**config.mk**
```make
export PLATFORM = sky130hd
export DESIGN_NAME = mux_scan_sampler
export DESIGN_NICKNAME = d
export VERILOG_FILES = /design/src/rtl/mux_scan_pkg.sv /design/src/rtl/mux_scan_sampler_settle_timer.sv /design/src/rtl/mux_scan_sampler.sv
export SDC_FILE = /design/constraint.sdc
export NUM_CORES = 1
export LEC_CHECK = 0
export BUFFER_PORTS_ARGS = -buffer_cell sky130_fd_sc_hd__buf_2
export CAP_MARGIN = 20
export CORE_UTILIZATION = 50
export CTS_CLUSTER_SIZE = 30
export DETAILED_ROUTE_END_ITERATION = 8
export GPL_ROUTABILITY_DRIVEN = 1
export PLACE_DENSITY = 0.73
export SLEW_MARGIN = 10
export SYNTH_ARGS = -nofsm -noshare
export SYNTH_HDL_FRONTEND = slang
export SYNTH_SLANG_ARGS = --single-unit
```
**constraint.sdc**
```tcl
create_clock -name clk -period 1.8 [get_ports clk]
set_clock_uncertainty 0.05 [all_clocks]
set_input_delay 0.18 -clock clk [delete_from_list [all_inputs] [get_ports clk]]
set_output_delay 0.18 -clock clk [all_outputs]
set_load 0.02 [all_outputs]
```
**src/rtl/mux_scan_pkg.sv**
```systemverilog
// mux_scan_pkg: shared types and constants for the mux scan sampler
package mux_scan_pkg;
  localparam int NUM_CH = 4;
  localparam int SEL_W = 2;
  typedef enum logic [1:0] {IDLE, SETTLE, SAMPLE, HOLD} state_t;
endpackage

```
**src/rtl/mux_scan_sampler_settle_timer.sv**
```systemverilog
// settle_timer: loadable 8-bit down-counter flagging when it reaches zero
module settle_timer (
  input  logic       clk,
  input  logic       rst_n,
  input  logic       load,
  input  logic [7:0] value,
  output logic       done
);
  logic [7:0] cnt_q, cnt_d;
  // load wins; otherwise count down and park at zero
  always_comb cnt_d = load ? value : (cnt_q != 8'd0 ? cnt_q - 8'd1 : cnt_q);
  // counter register
  always_ff @(posedge clk or negedge rst_n)
    if (!rst_n) cnt_q <= 8'd0;
    else cnt_q <= cnt_d;
  assign done = cnt_q == 8'd0;
endmodule

```
**src/rtl/mux_scan_sampler.sv**
```systemverilog
// mux_scan_sampler: steps the 4:1 mux selects, samples w after settling, hands out the word
import mux_scan_pkg::*;
module mux_scan_sampler #(
  parameter int SETTLE_CYCLES = 4
) (
  input  logic              clk,
  input  logic              rst_n,
  input  logic              start,
  input  logic              w_in,
  output logic              s0,
  output logic              s1,
  output logic [NUM_CH-1:0] data_out,
  output logic              valid,
  input  logic              ready,
  output logic              busy
);
  localparam logic [7:0] RELOAD = 8'(SETTLE_CYCLES - 1);
  localparam logic [SEL_W-1:0] LAST = SEL_W'(NUM_CH - 1);
  state_t state_q, state_d;
  logic [SEL_W-1:0] sel_q, sel_d;
  logic [NUM_CH-1:0] shadow_q, shadow_d, data_q, data_d;
  logic valid_q, valid_d, load, done;
  settle_timer u_timer (
    .clk  (clk),
    .rst_n(rst_n),
    .load (load),
    .value(RELOAD),
    .done (done)
  );
  // next state: a select change always reloads the settle timer
  always_comb begin
    state_d  = state_q;
    sel_d    = sel_q;
    shadow_d = shadow_q;
    data_d   = data_q;
    valid_d  = valid_q;
    load     = 1'b0;
    case (state_q)
      IDLE: if (start) begin
        state_d = SETTLE;
        sel_d   = '0;
        load    = 1'b1;
      end
      SETTLE: if (done) state_d = SAMPLE;
      SAMPLE: begin
        shadow_d[sel_q] = w_in;
        if (sel_q == LAST) begin
          data_d  = shadow_d;
          valid_d = 1'b1;
          state_d = HOLD;
        end else begin
          sel_d   = sel_q + 1'b1;
          load    = 1'b1;
          state_d = SETTLE;
        end
      end
      HOLD: if (ready) begin
        valid_d = 1'b0;
        state_d = start ? SETTLE : IDLE;
        if (start) begin
          sel_d = '0;
          load  = 1'b1;
        end
      end
      default: state_d = IDLE;
    endcase
  end
  // state, select, shadow and output registers
  always_ff @(posedge clk or negedge rst_n)
    if (!rst_n) begin
      state_q  <= IDLE;
      sel_q    <= '0;
      shadow_q <= '0;
      data_q   <= '0;
      valid_q  <= 1'b0;
    end else begin
      state_q  <= state_d;
      sel_q    <= sel_d;
      shadow_q <= shadow_d;
      data_q   <= data_d;
      valid_q  <= valid_d;
    end
  assign s0       = sel_q[0];
  assign s1       = sel_q[1];
  assign data_out = data_q;
  assign valid    = valid_q;
  assign busy     = state_q != IDLE;
endmodule

```
# Word-level counts from Yosys, hierarchy flattened
# Index checks and enable logic that the tools add are counted.
# W data, S select, Z words.
# word_totals
ff_bits	21
inputBits	5
output_inout_bits	8
# classes
addsub	2
magnitude_cmp	2
n_eq_ne	9
n_mux	22
reduce_logical	12
# ops
cell	count
$mux W8	2
$mux W2	7
$ne A2 B2 Y1 const B	5
$reduce_and A3 Y1	3
$logic_not A8 Y1	1
$pmux W2 S4	1
$reduce_bool A8 Y1	1
$sub A8 B1 Y8 const B	1
$mux W1	7
$eq A2 B2 Y1 const B	3
$pmux W2 S3	1
$reduce_bool A2 Y1	3
$bwmux W4	1
$lt A2 B3 Y1 const B	1
$pmux W1 S3	1
$reduce_bool A3 Y1	1
$add A2 B1 Y2 const B	1
$demux W1 S2	1
$eq A2 B1 Y1 const B	1
$ge A2 B1 Y1 const B	1
$logic_not A2 Y1	1
$pmux W1 S2	1
$reduce_and A2 Y1	1
$logic_and A1 B1 Y1	1

# Logic depth before layout (Yosys ltp)
# logic_depth
depth_word	5
depth_mapped	5

# Cells and area by module
# From an unflattened synthesis, not the netlist that was laid out.
# unflattened
hier_cells	122
area_unflattened_um2	1152.4
# modules_own_cells
module	instances	cells_each	area_each_um2	seq_area_each_um2
mux_scan_sampler	1	67	665.6	300.3
settle_timer	1	55	486.7	200.2

# Worst setup path after synthesis
# Ideal clock, no wire load.
# synth_timing
path_kind	register to register
from	register sel_q[0]
to	register sel_q[1]
arrival_time_ps	1560
slack_ps	53
stages_incl_launch_ff	5
path_buffers	0
period_less_slack_ps	1747
path_cell_list	dfrtp_1 -> ha_1 -> or3b_2 -> nand3_1 -> o22ai_1
# synth_via
elab_chain_cells	3
# synth_rtl
element	line	text
from (decl)	mux_scan_sampler.sv:20	logic [SEL_W-1:0] sel_q, sel_d;
from (signal assigned)	mux_scan_sampler.sv:78	sel_q <= sel_d;
$add A2 B1 Y2 / $eq A2 B2 Y1 (equally long branches)	mux_scan_sampler.sv:52, mux_scan_sampler.sv:47	
$mux W2 / $ne A2 B2 Y1 (equally long branches)	--	
$pmux W2 S3 / $reduce_and A3 Y1 (equally long branches)	--	
# Parallel ways exist; a longest one is shown, timed or not. The select of a mux whose other input is x is not followed.
# A chain may end at the register's enable or synchronous reset.

# Final worst setup path
# layout_timing
from	register u_timer.cnt_q[1]
to	register u_timer.cnt_q[7]
# layout_via
elab_chain_cells	3
# layout_rtl
element	line	text
from (decl)	mux_scan_sampler_settle_timer.sv:9	logic [7:0] cnt_q, cnt_d;
from (signal assigned)	mux_scan_sampler_settle_timer.sv:15	else cnt_q <= cnt_d;
$sub A8 B1 Y8	mux_scan_sampler_settle_timer.sv:11	always_comb cnt_d = load ? value : (cnt_q != 8'd0 ? cnt_q - 8'd1 : cnt_q);
$mux W8 (2 in a row)	mux_scan_sampler_settle_timer.sv:11	
# Parallel ways exist; a longest one is shown, timed or not. The select of a mux whose other input is x is not followed.

==> load_flow_metrics.sql <==
INSERT INTO impl_metrics (metric_group, metric, value, unit) VALUES
('run_status', 'outcome', 'complete, no violations', ''),
('logic_synthesis', 'synth.net_count', '116', ''),
('logic_synthesis', 'leading_cell_type_by_number_of_instances_after_synthesis', 'dfrtp_1', ''),
('worst_setup_path', 'crit_path_max_fanout', '4', ''),
('die', 'placeableCoreArea', '0.00200', 'mm^2'),
('clock_tree', 'numClockSinks', '20', ''),
('logic_synthesis', 'synth.yosys.seq_area_share', '46.1', '%'),
('logic_synthesis', 'ys.warnings.count', '0', ''),
('worst_setup_path', 'worst-path-buf-inv', '1', ''),
('worst_setup_path', 'r2r_setup_slack', '0.03', 'ns'),
('final_layout', 'layout.core_utilization', '65.1', '%'),
('place', 'dp_hpwl', '1.73', 'mm'),
('final_layout', 'antenna_cells_inserted', '0', ''),
('clock_tree', 'cts_htree_levels', '1', ''),
('die', 'die_width', '48.6', 'um'),
('logic_synthesis', 'netlist_top_cells_count', 'dfrtp_1, a21oi_1, nand2_1', ''),
('worst_setup_path', 'worstPathRequired', '1.99', 'ns'),
('sta', 'min_period_over_period', '98.6', '%'),
('drt', 'vias_per_cell', '5.70', ''),
('final_layout', 'post_route_cells_drive_above_1_share', '37.2', '%'),
('sta', 'min_period', '1.77', 'ns'),
('sta', 'tightest_slew', '0.473', 'ns'),
('worst_setup_path', 'worstSetupPathType', 'flip-flop to flip-flop', ''),
('final_layout', 'fillers', '167', ''),
('worst_setup_path', 'cp_cell_sequence', 'buf_4, or4_4, a2111oi_2, mux2i_1', ''),
('job', 'max_cap_violations', '0', ''),
('die', 'row_count', '16', ''),
('logic_synthesis', 'syn_inst', '105', ''),
('drt', 'detail_route.drc_violations', '0', ''),
('power_and_ir_drop', 'leakage_power_total', '0.597', 'nW'),
('logic_synthesis', 'synth_top_flop_cell', 'dfrtp_1', ''),
('global_routing', 'grt_max_degree', '21', ''),
('power_and_ir_drop', 'vdd_drop_max', '0.000906', 'V'),
('final_layout', 'final-seq-area', '500', 'um^2'),
('clock_tree', 'path_clk_slew', '0.11', 'ns'),
('sta', 'final_hold_viol_count', '0', ''),
('logic_synthesis', 'post_synth.cell_area_avg', '10.3', 'um^2'),
('logic_synthesis', 'synthArstFlopShare', '100', '%'),
('sta', 'maxClockFrequency', '564', 'MHz'),
('logic_synthesis', 'netlist_area', '0.00108', 'mm^2'),
('min_path', 'min-delay-path-class', 'input pin to flip-flop', ''),
('global_routing', 'via_count_of_the_first_global_routing_pass', '874', ''),
('final_layout', 'nets', '142', ''),
('clock_tree', 'cts-root-buf', 'clkbuf_4', ''),
('die', 'floorplan.die_area', '0.00236', 'mm^2'),
('logic_synthesis', 'synth_enable_flop_cells', '0', ''),
('die', 'die_height', '48.6', 'um'),
('sta', 'rsz_0062_raised_after_global_routing', 'true', ''),
('final_layout', 'syn2layout_area_growth', '20.1', '%'),
('final_layout', 'post-route-cell-area', '0.00130', 'mm^2'),
('worst_setup_path', 'crit_arrival', '1.96', 'ns'),
('power_and_ir_drop', 'power-per-cell-area', '1500', 'mW/mm^2'),
('drt', 'drt_pre_antenna_iters', '4', ''),
('sta', 'worst_slew_margin_rel', '68.3', '%'),
('logic_synthesis', 'synth.top_cells.by_area', 'dfrtp_1, ha_1, mux2i_1', ''),
('clock_tree', 'clock_tree_from_tritoncts', 'done', ''),
('worst_setup_path', 'cell_type_of_the_slowest_stage_on_the_worst_timing_path', 'or4_4', ''),
('place', 'port-buffer-count', '12', ''),
('drt', 'drt-total-wl', '2.37', 'mm'),
('clock_tree', 'tritoncts.num_buffers', '3', ''),
('logic_synthesis', 'synth_top_cell_by_area', 'dfrtp_1', ''),
('die', 'initial_core_util', '54.2', '%'),
('logic_synthesis', 'synthDistinctLibCells', '35', ''),
('worst_setup_path', 'cp_slowest_stage_delay', '0.50', 'ns'),
('clock_tree', 'clk-insertion-delay-late', '0.30', 'ns'),
('worst_setup_path', 'critPathTopFamily', 'simple AND/OR/NAND/NOR gates', ''),
('global_routing', 'track_usage', '22.3', '%'),
('place', 'post-place-ws', '-0.0645', 'ns'),
('sta', 'worst_slack', '0.0256', 'ns'),
('clock_tree', 'clk_path_buf_depth', '2', ''),
('sta', 'setup-violations-final', '0', '');
[area by class of cell]
cell class	instances	share of cell area (%)
clock buffers	3	1.73
inverters	7	2.02
multi-input cells	76	44.1
flip-flops and latches	20	38.4
well taps	27	2.59
repair buffers	23	11.1
[layout by cell type (no fill, tap or decap), drive strengths merged, types with 3 or more instances in the layout]
cell type / Yosys / final
mux2: 4 / 4
buf: 0 / 22
inv: 7 / 7
nand2: 9 / 9
dfrtp: 20 / 20
o21ai: 8 / 8
or3b: 4 / 4
mux2i: 5 / 5
or4: 3 / 3
a21oi: 9 / 9
ha: 6 / 6
clkbuf: 2 / 3
[metal layers]
layer,routed length [um],vias up,part of all wire [%],track usage (%)
li1,-,429,-,-
met3,77,4,3.2,2.83
met5,0,-,0,0
met2,1240,20,52,41.3
met4,38,0,1.6,10.3
met1,1020,436,43,25.4
[worst register-to-register path, stage by stage (launching register included)]
cell       delay [ns]
dfrtp_1          0.42
buf_4            0.15
or4_4            0.50
a2111oi_2        0.38
mux2i_1          0.22
[power breakdown]
group | leakage, nW | internal, mW | switching, mW
clock network | 0.0138 | 0.0783 | 0.139
logic | 0.350 | 0.460 | 0.503
registers | 0.233 | 0.608 | 0.161
total | 0.597 | 1.15 | 0.803
[flip-flops by register name, summed over array words and instances, names as in the netlist]
register / count
sel_q: 2
u_timer.cnt_q: 8
state_q: 2
shadow_q: 3
valid: 1
data_out: 4
[final timing paths]
| check | start | depth (start not counted) | endpoint |
|---|---|---|---|
| max | u_timer.cnt_q[1] | 4 | u_timer.cnt_q[7] |
| min | start | 3 | state_q[0] |
| max reg2reg | u_timer.cnt_q[1] | 4 | u_timer.cnt_q[7] |
| min reg2reg | data_out[2] | 2 | data_out[2] |
| max in group asynchronous | rst_n | 2 | data_out[3] |
| min in group asynchronous | rst_n | 2 | data_out[2] |
[through the flow]
step	std cells	TNS (ns)	hold slack, ns	power, mW
after global routing	156	-0.0250	0.0952	2.09
after CTS	156	0	0.0577	1.93
after detailed placement	151	-0.0645	0.104	1.67
after global placement	151	0	0.0959	1.61
after floorplan	105	0	-0.166	1.34
final	156	0	0.0741	1.95
[repair_timing]
action | 4_1_cts | 5_1_grt
buffers inserted | 1 | 0
hold buffers | 1 | 0
endpoints found under the hold margin | 20 | 0
resized for setup | 4 | 4
endpoints found under the setup margin | 3 | 7
[kinds of logic after synthesis]
logic type | after synthesis | share of synthesized area [%]
AO/OA/AOI/OAI | 25 | 14.4
buffers and inverters | 9 | 3.11
multiplexers | 9 | 8.77
flip-flops | 20 | 46.1
adder cells (fa/ha/maj) | 6 | 6.92
AND/OR/NAND/NOR | 36 | 20.6
(Power assumes the default switching activity.)
